==> src/rtl/step_pulse_monitor_if.sv <==
// -----------------------------------------------------------------------------
// step_pulse_monitor_if
// Groups the CW/CCW step-pulse inputs, the HPS control strobes/limits and the
// decoded results of step_pulse_monitor into one bundle.
//   master : side that drives the pulse lines and control (bench / HPS glue)
//   slave  : the monitor itself
// Signals:
//   CW_in, CCW_in        asynchronous step pulse lines
//   CW_polarity          0: CW = +1 / CCW = -1, 1: inverted
//   load, load_value     one-cycle preload of Position
//   clear_faults         one-cycle clear of the sticky fault flags
//   lower_limit,
//   upper_limit          unsigned allowed Position window
//   Position             reconstructed 32-bit position (wraps)
//   step_strobe,step_dir one-cycle pulse per accepted step and its direction
//   period,period_valid  cycles between the last two accepted steps
//   moving               a step was accepted recently
//   overlap_fault,
//   range_fault          sticky fault flags
// -----------------------------------------------------------------------------
interface step_pulse_monitor_if;
    logic        CW_in;
    logic        CCW_in;
    logic        CW_polarity;
    logic        load;
    logic [31:0] load_value;
    logic        clear_faults;
    logic [31:0] lower_limit;
    logic [31:0] upper_limit;
    logic [31:0] Position;
    logic        step_strobe;
    logic        step_dir;
    logic [31:0] period;
    logic        period_valid;
    logic        moving;
    logic        overlap_fault;
    logic        range_fault;

    modport master (
        output CW_in, CCW_in, CW_polarity, load, load_value, clear_faults,
               lower_limit, upper_limit,
        input  Position, step_strobe, step_dir, period, period_valid, moving,
               overlap_fault, range_fault
    );

    modport slave (
        input  CW_in, CCW_in, CW_polarity, load, load_value, clear_faults,
               lower_limit, upper_limit,
        output Position, step_strobe, step_dir, period, period_valid, moving,
               overlap_fault, range_fault
    );
endinterface

==> src/rtl/step_pulse_monitor.sv <==
// -----------------------------------------------------------------------------
// step_pulse_monitor
// Receive-side decoder for a CW/CCW step-pulse interface. Synchronises and
// glitch-filters both lines, rebuilds a wrapping 32-bit position, measures the
// inter-step period and flags overlap / out-of-range faults.
// Ports:
//   clk  : system clock
//   rst  : synchronous, active-high reset
//   bus  : step_pulse_monitor_if.slave (pulse lines, control, results)
// -----------------------------------------------------------------------------
module step_pulse_monitor #(
    parameter int SYNC_STAGES   = 2,
    parameter int FILTER_CYCLES = 4,
    parameter int STALL_CYCLES  = 25000000
) (
    input  logic                  clk,
    input  logic                  rst,
    step_pulse_monitor_if.slave   bus
);
    // Cycles after reset until a filtered line reflects only real input.
    localparam int FLUSH   = SYNC_STAGES + FILTER_CYCLES + 1;
    localparam int FLUSH_W = $clog2(FLUSH + 1);

    typedef enum logic [1:0] {IDLE, CW_HIGH, CCW_HIGH, FAULT} state_t;

    logic [SYNC_STAGES-1:0]   r_cw_sync, r_ccw_sync;
    logic [FILTER_CYCLES-1:0] r_cw_hist, r_ccw_hist;
    logic                     r_cw_filt, r_ccw_filt;
    logic                     r_cw_armed, r_ccw_armed;
    logic [FLUSH_W-1:0]       r_flush;

    state_t      r_state;
    logic [31:0] r_pos, r_gap, r_period;
    logic        r_step_strobe, r_step_dir, r_period_valid, r_moving;
    logic        r_have_prev, r_overlap, r_range;

    logic        w_cw, w_ccw, w_step_cw, w_step_ccw, w_step, w_inc;
    logic        w_range_set, w_overlap_set;
    logic [31:0] w_pos_step, w_new_pos;

    // Synchroniser chain and filter. The filtered line only changes once the
    // whole history window agrees, i.e. FILTER_CYCLES identical samples.
    always_ff @(posedge clk) begin
        if (rst) begin
            r_cw_sync   <= '0;
            r_ccw_sync  <= '0;
            r_cw_hist   <= '0;
            r_ccw_hist  <= '0;
            r_cw_filt   <= 1'b0;
            r_ccw_filt  <= 1'b0;
            r_cw_armed  <= 1'b0;
            r_ccw_armed <= 1'b0;
            r_flush     <= '0;
        end else begin
            r_cw_sync  <= (r_cw_sync << 1) | SYNC_STAGES'(bus.CW_in);
            r_ccw_sync <= (r_ccw_sync << 1) | SYNC_STAGES'(bus.CCW_in);
            r_cw_hist  <= (r_cw_hist << 1) | FILTER_CYCLES'(r_cw_sync[SYNC_STAGES-1]);
            r_ccw_hist <= (r_ccw_hist << 1) | FILTER_CYCLES'(r_ccw_sync[SYNC_STAGES-1]);
            if (&r_cw_hist)       r_cw_filt <= 1'b1;
            else if (~|r_cw_hist) r_cw_filt <= 1'b0;
            if (&r_ccw_hist)       r_ccw_filt <= 1'b1;
            else if (~|r_ccw_hist) r_ccw_filt <= 1'b0;
            // A line held high across reset must first be seen low with real
            // data in the pipeline before its rising edge can count.
            if (r_flush != FLUSH_W'(FLUSH)) begin
                r_flush <= r_flush + FLUSH_W'(1);
            end else begin
                if (!r_cw_filt)  r_cw_armed  <= 1'b1;
                if (!r_ccw_filt) r_ccw_armed <= 1'b1;
            end
        end
    end

    assign w_cw       = r_cw_filt & r_cw_armed;
    assign w_ccw      = r_ccw_filt & r_ccw_armed;
    // IDLE is only entered with the lines low, so a high level there is a rise.
    assign w_step_cw  = (r_state == IDLE) && w_cw && !w_ccw;
    assign w_step_ccw = (r_state == IDLE) && w_ccw && !w_cw;
    assign w_step     = w_step_cw | w_step_ccw;
    assign w_inc      = w_step_cw ^ bus.CW_polarity;
    assign w_pos_step = w_inc ? r_pos + 32'd1 : r_pos - 32'd1;
    assign w_new_pos  = bus.load ? bus.load_value : w_pos_step;
    assign w_range_set = (bus.load | w_step) &
                         ((w_new_pos < bus.lower_limit) | (w_new_pos > bus.upper_limit));
    // Both lines high outside FAULT covers the simultaneous rise in IDLE as
    // well as the other line rising while one is held.
    assign w_overlap_set = (r_state != FAULT) && w_cw && w_ccw;

    // Direction FSM, position, period and fault tracking.
    always_ff @(posedge clk) begin
        if (rst) begin
            r_state        <= IDLE;
            r_pos          <= '0;
            r_gap          <= '0;
            r_period       <= '0;
            r_step_strobe  <= 1'b0;
            r_step_dir     <= 1'b0;
            r_period_valid <= 1'b0;
            r_moving       <= 1'b0;
            r_have_prev    <= 1'b0;
            r_overlap      <= 1'b0;
            r_range        <= 1'b0;
        end else begin
            r_step_strobe <= w_step;
            case (r_state)
                IDLE: begin
                    if (w_cw && w_ccw) r_state <= FAULT;
                    else if (w_cw)     r_state <= CW_HIGH;
                    else if (w_ccw)    r_state <= CCW_HIGH;
                end
                CW_HIGH: begin
                    if (!w_cw)      r_state <= IDLE;
                    else if (w_ccw) r_state <= FAULT;
                end
                CCW_HIGH: begin
                    if (!w_ccw)    r_state <= IDLE;
                    else if (w_cw) r_state <= FAULT;
                end
                FAULT: begin
                    if (!w_cw && !w_ccw) r_state <= IDLE;
                end
                default: r_state <= IDLE;
            endcase

            // New faults take priority over a simultaneous clear.
            r_overlap <= w_overlap_set | (r_overlap & ~bus.clear_faults);
            r_range   <= w_range_set | (r_range & ~bus.clear_faults);

            if (r_gap != 32'hFFFF_FFFF) r_gap <= r_gap + 32'd1;

            if (bus.load) begin
                // A step on the same edge is discarded; only the strobe remains.
                r_pos          <= bus.load_value;
                r_gap          <= '0;
                r_period_valid <= 1'b0;
                r_have_prev    <= 1'b0;
            end else if (w_step) begin
                r_pos          <= w_pos_step;
                r_step_dir     <= w_inc;
                r_period       <= (r_gap == 32'hFFFF_FFFF) ? r_gap : r_gap + 32'd1;
                r_gap          <= '0;
                r_period_valid <= r_have_prev && (r_step_dir == w_inc);
                r_have_prev    <= 1'b1;
                r_moving       <= 1'b1;
            end else if (r_gap == 32'(STALL_CYCLES - 1)) begin
                r_moving       <= 1'b0;
                r_period_valid <= 1'b0;
            end
        end
    end

    assign bus.Position      = r_pos;
    assign bus.step_strobe   = r_step_strobe;
    assign bus.step_dir      = r_step_dir;
    assign bus.period        = r_period;
    assign bus.period_valid  = r_period_valid;
    assign bus.moving        = r_moving;
    assign bus.overlap_fault = r_overlap;
    assign bus.range_fault   = r_range;
endmodule

==> src/flat_wrapper.sv <==
// flat-port wrapper written by rule: the top's interface ports become plain ports
module step_pulse_monitor_flat 
#(
    parameter int SYNC_STAGES   = 2,
    parameter int FILTER_CYCLES = 4,
    parameter int STALL_CYCLES  = 25000000
)
  (clk, rst, bus_CW_in, bus_CCW_in, bus_CW_polarity, bus_load, bus_load_value, bus_clear_faults, bus_lower_limit, bus_upper_limit, bus_Position, bus_step_strobe, bus_step_dir, bus_period, bus_period_valid, bus_moving, bus_overlap_fault, bus_range_fault);
  step_pulse_monitor_if bus_i ();
  input  logic clk;
  input  logic rst;
  input wire logic [$bits(bus_i.CW_in)-1:0] bus_CW_in;
  input wire logic [$bits(bus_i.CCW_in)-1:0] bus_CCW_in;
  input wire logic [$bits(bus_i.CW_polarity)-1:0] bus_CW_polarity;
  input wire logic [$bits(bus_i.load)-1:0] bus_load;
  input wire logic [$bits(bus_i.load_value)-1:0] bus_load_value;
  input wire logic [$bits(bus_i.clear_faults)-1:0] bus_clear_faults;
  input wire logic [$bits(bus_i.lower_limit)-1:0] bus_lower_limit;
  input wire logic [$bits(bus_i.upper_limit)-1:0] bus_upper_limit;
  output wire logic [$bits(bus_i.Position)-1:0] bus_Position;
  output wire logic [$bits(bus_i.step_strobe)-1:0] bus_step_strobe;
  output wire logic [$bits(bus_i.step_dir)-1:0] bus_step_dir;
  output wire logic [$bits(bus_i.period)-1:0] bus_period;
  output wire logic [$bits(bus_i.period_valid)-1:0] bus_period_valid;
  output wire logic [$bits(bus_i.moving)-1:0] bus_moving;
  output wire logic [$bits(bus_i.overlap_fault)-1:0] bus_overlap_fault;
  output wire logic [$bits(bus_i.range_fault)-1:0] bus_range_fault;
  assign bus_i.CW_in = bus_CW_in;
  assign bus_i.CCW_in = bus_CCW_in;
  assign bus_i.CW_polarity = bus_CW_polarity;
  assign bus_i.load = bus_load;
  assign bus_i.load_value = bus_load_value;
  assign bus_i.clear_faults = bus_clear_faults;
  assign bus_i.lower_limit = bus_lower_limit;
  assign bus_i.upper_limit = bus_upper_limit;
  assign bus_Position = bus_i.Position;
  assign bus_step_strobe = bus_i.step_strobe;
  assign bus_step_dir = bus_i.step_dir;
  assign bus_period = bus_i.period;
  assign bus_period_valid = bus_i.period_valid;
  assign bus_moving = bus_i.moving;
  assign bus_overlap_fault = bus_i.overlap_fault;
  assign bus_range_fault = bus_i.range_fault;
  step_pulse_monitor #(.SYNC_STAGES(SYNC_STAGES), .FILTER_CYCLES(FILTER_CYCLES), .STALL_CYCLES(STALL_CYCLES)) u_core (.clk(clk), .rst(rst), .bus(bus_i));
endmodule
==> config.mk <==
export PLATFORM = sky130hd
export DESIGN_NAME = step_pulse_monitor_flat
export DESIGN_NICKNAME = d
export VERILOG_FILES = /design/src/rtl/step_pulse_monitor_if.sv /design/src/rtl/step_pulse_monitor.sv /design/src/flat_wrapper.sv
export SDC_FILE = /design/constraint.sdc
export NUM_CORES = 1
export LEC_CHECK = 0
export ABC_AREA = 0
export CELL_PAD_IN_SITES_DETAIL_PLACEMENT = 1
export CELL_PAD_IN_SITES_GLOBAL_PLACEMENT = 1
export CORE_MARGIN = 1.5
export CORE_UTILIZATION = 38
export CTS_CLUSTER_SIZE = 20
export DETAILED_ROUTE_END_ITERATION = 16
export HOLD_SLACK_MARGIN = 0.08
export PLACE_DENSITY_LB_ADDON = 0.1
export SLEW_MARGIN = 20
export SYNTH_ARGS = -nofsm -noshare
export SYNTH_HDL_FRONTEND = slang
export SYNTH_SLANG_ARGS = --single-unit
==> constraint.sdc <==
create_clock -name clk -period 6.6 [get_ports clk]
set_clock_uncertainty 0.1 [all_clocks]
set_input_delay 1.65 -clock clk [delete_from_list [all_inputs] [get_ports clk]]
set_output_delay 1.65 -clock clk [all_outputs]
set_load 0.01 [all_outputs]
==> metrics.cfg <==
[placement]
placed_area_um2=10500
pre_cts_ws_ns=-0.158
place_congestion=0.937
placed_cells=1506
dpl.hpwl_mm=23.4
port_buffers=172

[cells_and_area]
n_antenna_cell=0
final_cells=1537
syn_to_final_growth_pct=32.1
postLayoutCellArea_um2=11100
layout_common_cells=clkdlybuf4s50_1 (170), nor2_1 (143), dfxtp_1 (124)
multi_input_area_um2=5400
fin_util_pct=51.0
drive_gt1_share_pct=7.80
n_fill_cell=2645
layout.nets=1418
final-seq-area_um2=2480
final_common_cell=clkdlybuf4s50_1

[synthesis]
synth_warnings=0
syn_inst=1082
synth.net_count=1255
ys_async_sr_fraction_pct=0
synth_edf_count=0
syn_area_um2=8430
yosysUniqueCellTypes=78
ys_seq_area_share_pct=29.5
ys.flop_type=dfxtp_1
ys_seq_elements=124
syn_area_per_cell_um2=7.79

[cts]
numCtsBuffers=17
cts_max_level=4
clock_sinks=124
clockBufferDepth=2
clkTransAtPathRegs_ns=0.07
cts_root_buf=clkbuf_16
cts_tree=built
hold_buffers=0
clock_insertion_delay_worst_skew_ns=0.43

[floorplan]
io_pins=173
fp-row-count=54
initial_core_util_pct=38.6
die_x_um=152
coreArea_um2=21800
die_h_um=152
fp.dieArea_um2=23100

[setup_path]
cp_slowest_stage_delay_ns=0.64
critPathRequiredTime_ns=6.85
crit_path_start_kind=primary input
crit_path_end_kind=register
r2r_setup_slack_ns=1.26
slowest_stage=or4_1
r2r_end=u_core.bus.range_fault
rr_startpoint=u_core.r_state[0]
crit_arrival_ns=6.69
crit_fanout=6
path_cells=clkdlybuf4s50_1, or4_1, nand2_4, xnor2_1, ha_1, or4_1, buf_4, or3_1, o22ai_1, xnor2_1, o21ai_0, ha_1, a2111oi_0, a31oi_1, o31ai_1, buf_4, a211oi_1, o22ai_1
criticalPathCategory=primary input to register
worstRegToRegCells=18

[detailed_routing]
wl_per_cell_um=19.8
first_pass_iters=5
routed_via_density=5.63
vias=8653
drt_iter0_drc=449
postRouteAntennaNets=0
drc=0
routed_wl_mm=30.5

[sta]
fmax_ghz=0.155
hold_viol=0
setup_viol=0
rsz0062_at_grt=no
finalMaxSlewViolations=0
setup_slack_ns=0.156
post-route-period-util_pct=97.6
tightest_slew_ns=1.08
finalCriticalPeriod_ns=6.44
relSlewSlack_pct=27.2

[pwr]
leakage_nw=4.42
powerDensity_nw_per_um2=211
total_power_mw=2.35
ir_worst_vdd_v=0.000184

[run_status]
status=completed

[hold_path]
hold_path.class=register to register
min_from=u_core.r_cw_sync[1]
holdPathEnd=u_core.r_cw_hist[0]
whs_path_depth=1

[global_route]
grt_overflow=0
grt_max_degree=59
antenna_found_initial=0
grt_pass1_vias=8527
globalRouteTotalUtil_pct=26.3
grt_pass1_wl_mm=48.3

[flow_run]
maxCapViolations=0

## registers in the layout (all words and copies together) (netlist names)
signal and flops:
u_core.bus.moving 1, u_core.bus.period_valid 1, u_core.r_ccw_sync 2, u_core.r_have_prev 1, u_core.bus.overlap_fault 1, u_core.bus.step_dir 1
u_core.r_cw_filt 1, u_core.bus.range_fault 1, u_core.r_cw_hist 4, u_core.r_ccw_filt 1, u_core.r_gap 32, u_core.r_state 2
u_core.r_flush 3, u_core.bus.step_strobe 1, u_core.r_cw_armed 1, u_core.r_ccw_armed 1, u_core.r_cw_sync 2, u_core.bus.period 32
u_core.r_ccw_hist 4, u_core.bus.Position 32
## worst max path at each step
stage / startpoint / end / slack, ns / cells after the start
floorplan: bus_CW_polarity / u_core.bus.range_fault / 0.47 / 23
global placement: bus_CW_polarity / u_core.bus.range_fault / -0.04 / 18
detailed placement: bus_CW_polarity / u_core.bus.range_fault / -0.16 / 18
CTS: bus_CW_polarity / u_core.bus.range_fault / 0.21 / 18
global route: bus_CW_polarity / u_core.bus.range_fault / 0.008 / 18
finish: bus_CW_polarity / u_core.bus.range_fault / 0.16 / 18
## cell type report
cell class / count / share of cell area, %
clock buffers: 17 / 3.82
clock inverters: 14 / 1.64
inverters: 76 / 2.56
multi-input cells: 815 / 48.5
flip-flops and latches: 124 / 22.3
well taps: 280 / 3.15
repair buffers: 211 / 18.0
## metal layers
layer,GRT usage [%],vias up,share of wire [%]
li1,-,4199,-
met1,36.8,4171,47
met2,41.6,248,45
met3,4.65,35,5.9
met4,6.98,0,1.6
met5,0,-,0
## kinds of logic after synthesis
logic type | share of synthesized area (%)
fa+ha+maj | 10.4
mux | 0.995
compound gates | 20.2
buf+inv | 6.61
xor+xnor | 7.38
flops | 29.5
simple gates | 25.0
## critical path, delay by kind of cell
family	cells	cell delay, ns
xor gates and xnor gates	2	0.22
AOI/OAI and AO/OA	7	1.90
adders and majority gates	2	0.52
and+or+nand+nor	4	1.53
buffers and inverters	3	0.86
## report_power, final
group / internal (mW) / switching [mW] / leakage (nW)
registers: 0.768 / 0.0429 / 1.01
clock network: 0.601 / 0.399 / 0.293
logic: 0.256 / 0.284 / 3.12
total: 1.62 / 0.727 / 4.42
## cells in the mapped netlist, types with 14 or more instances
library cell	count	area (um2)
inv_1	74	278
a21o_1	19	143
dfxtp_1	124	2480
nor2b_1	18	113
ha_1	70	876
nand4_1	41	257
nor3_1	24	120
nor2_1	144	541
o21ai_0	48	240
nor4_1	17	106
xnor2_1	41	359
xor2_1	30	263
a21oi_1	45	225
nand2_1	74	278
clkbuf_1	54	203
and3_1	14	87.6
nand3_1	31	155
a211oi_1	40	300
## through the flow
step	hold WS, ns	setup TNS, ns
CTS	0.344	0
finish	0.334	0
global route	0.361	0
global placement	0.319	-0.0368
detailed placement	0.326	-0.158
floorplan	0.314	0
## what timing repair did
item / CTS / global route
endpoints found under the setup margin: 0 / 1
resized for setup: 0 / 1
buffers inserted: 0 / 0
endpoints found under the hold margin: 0 / 0
Power figures use the tool's default switching activity.
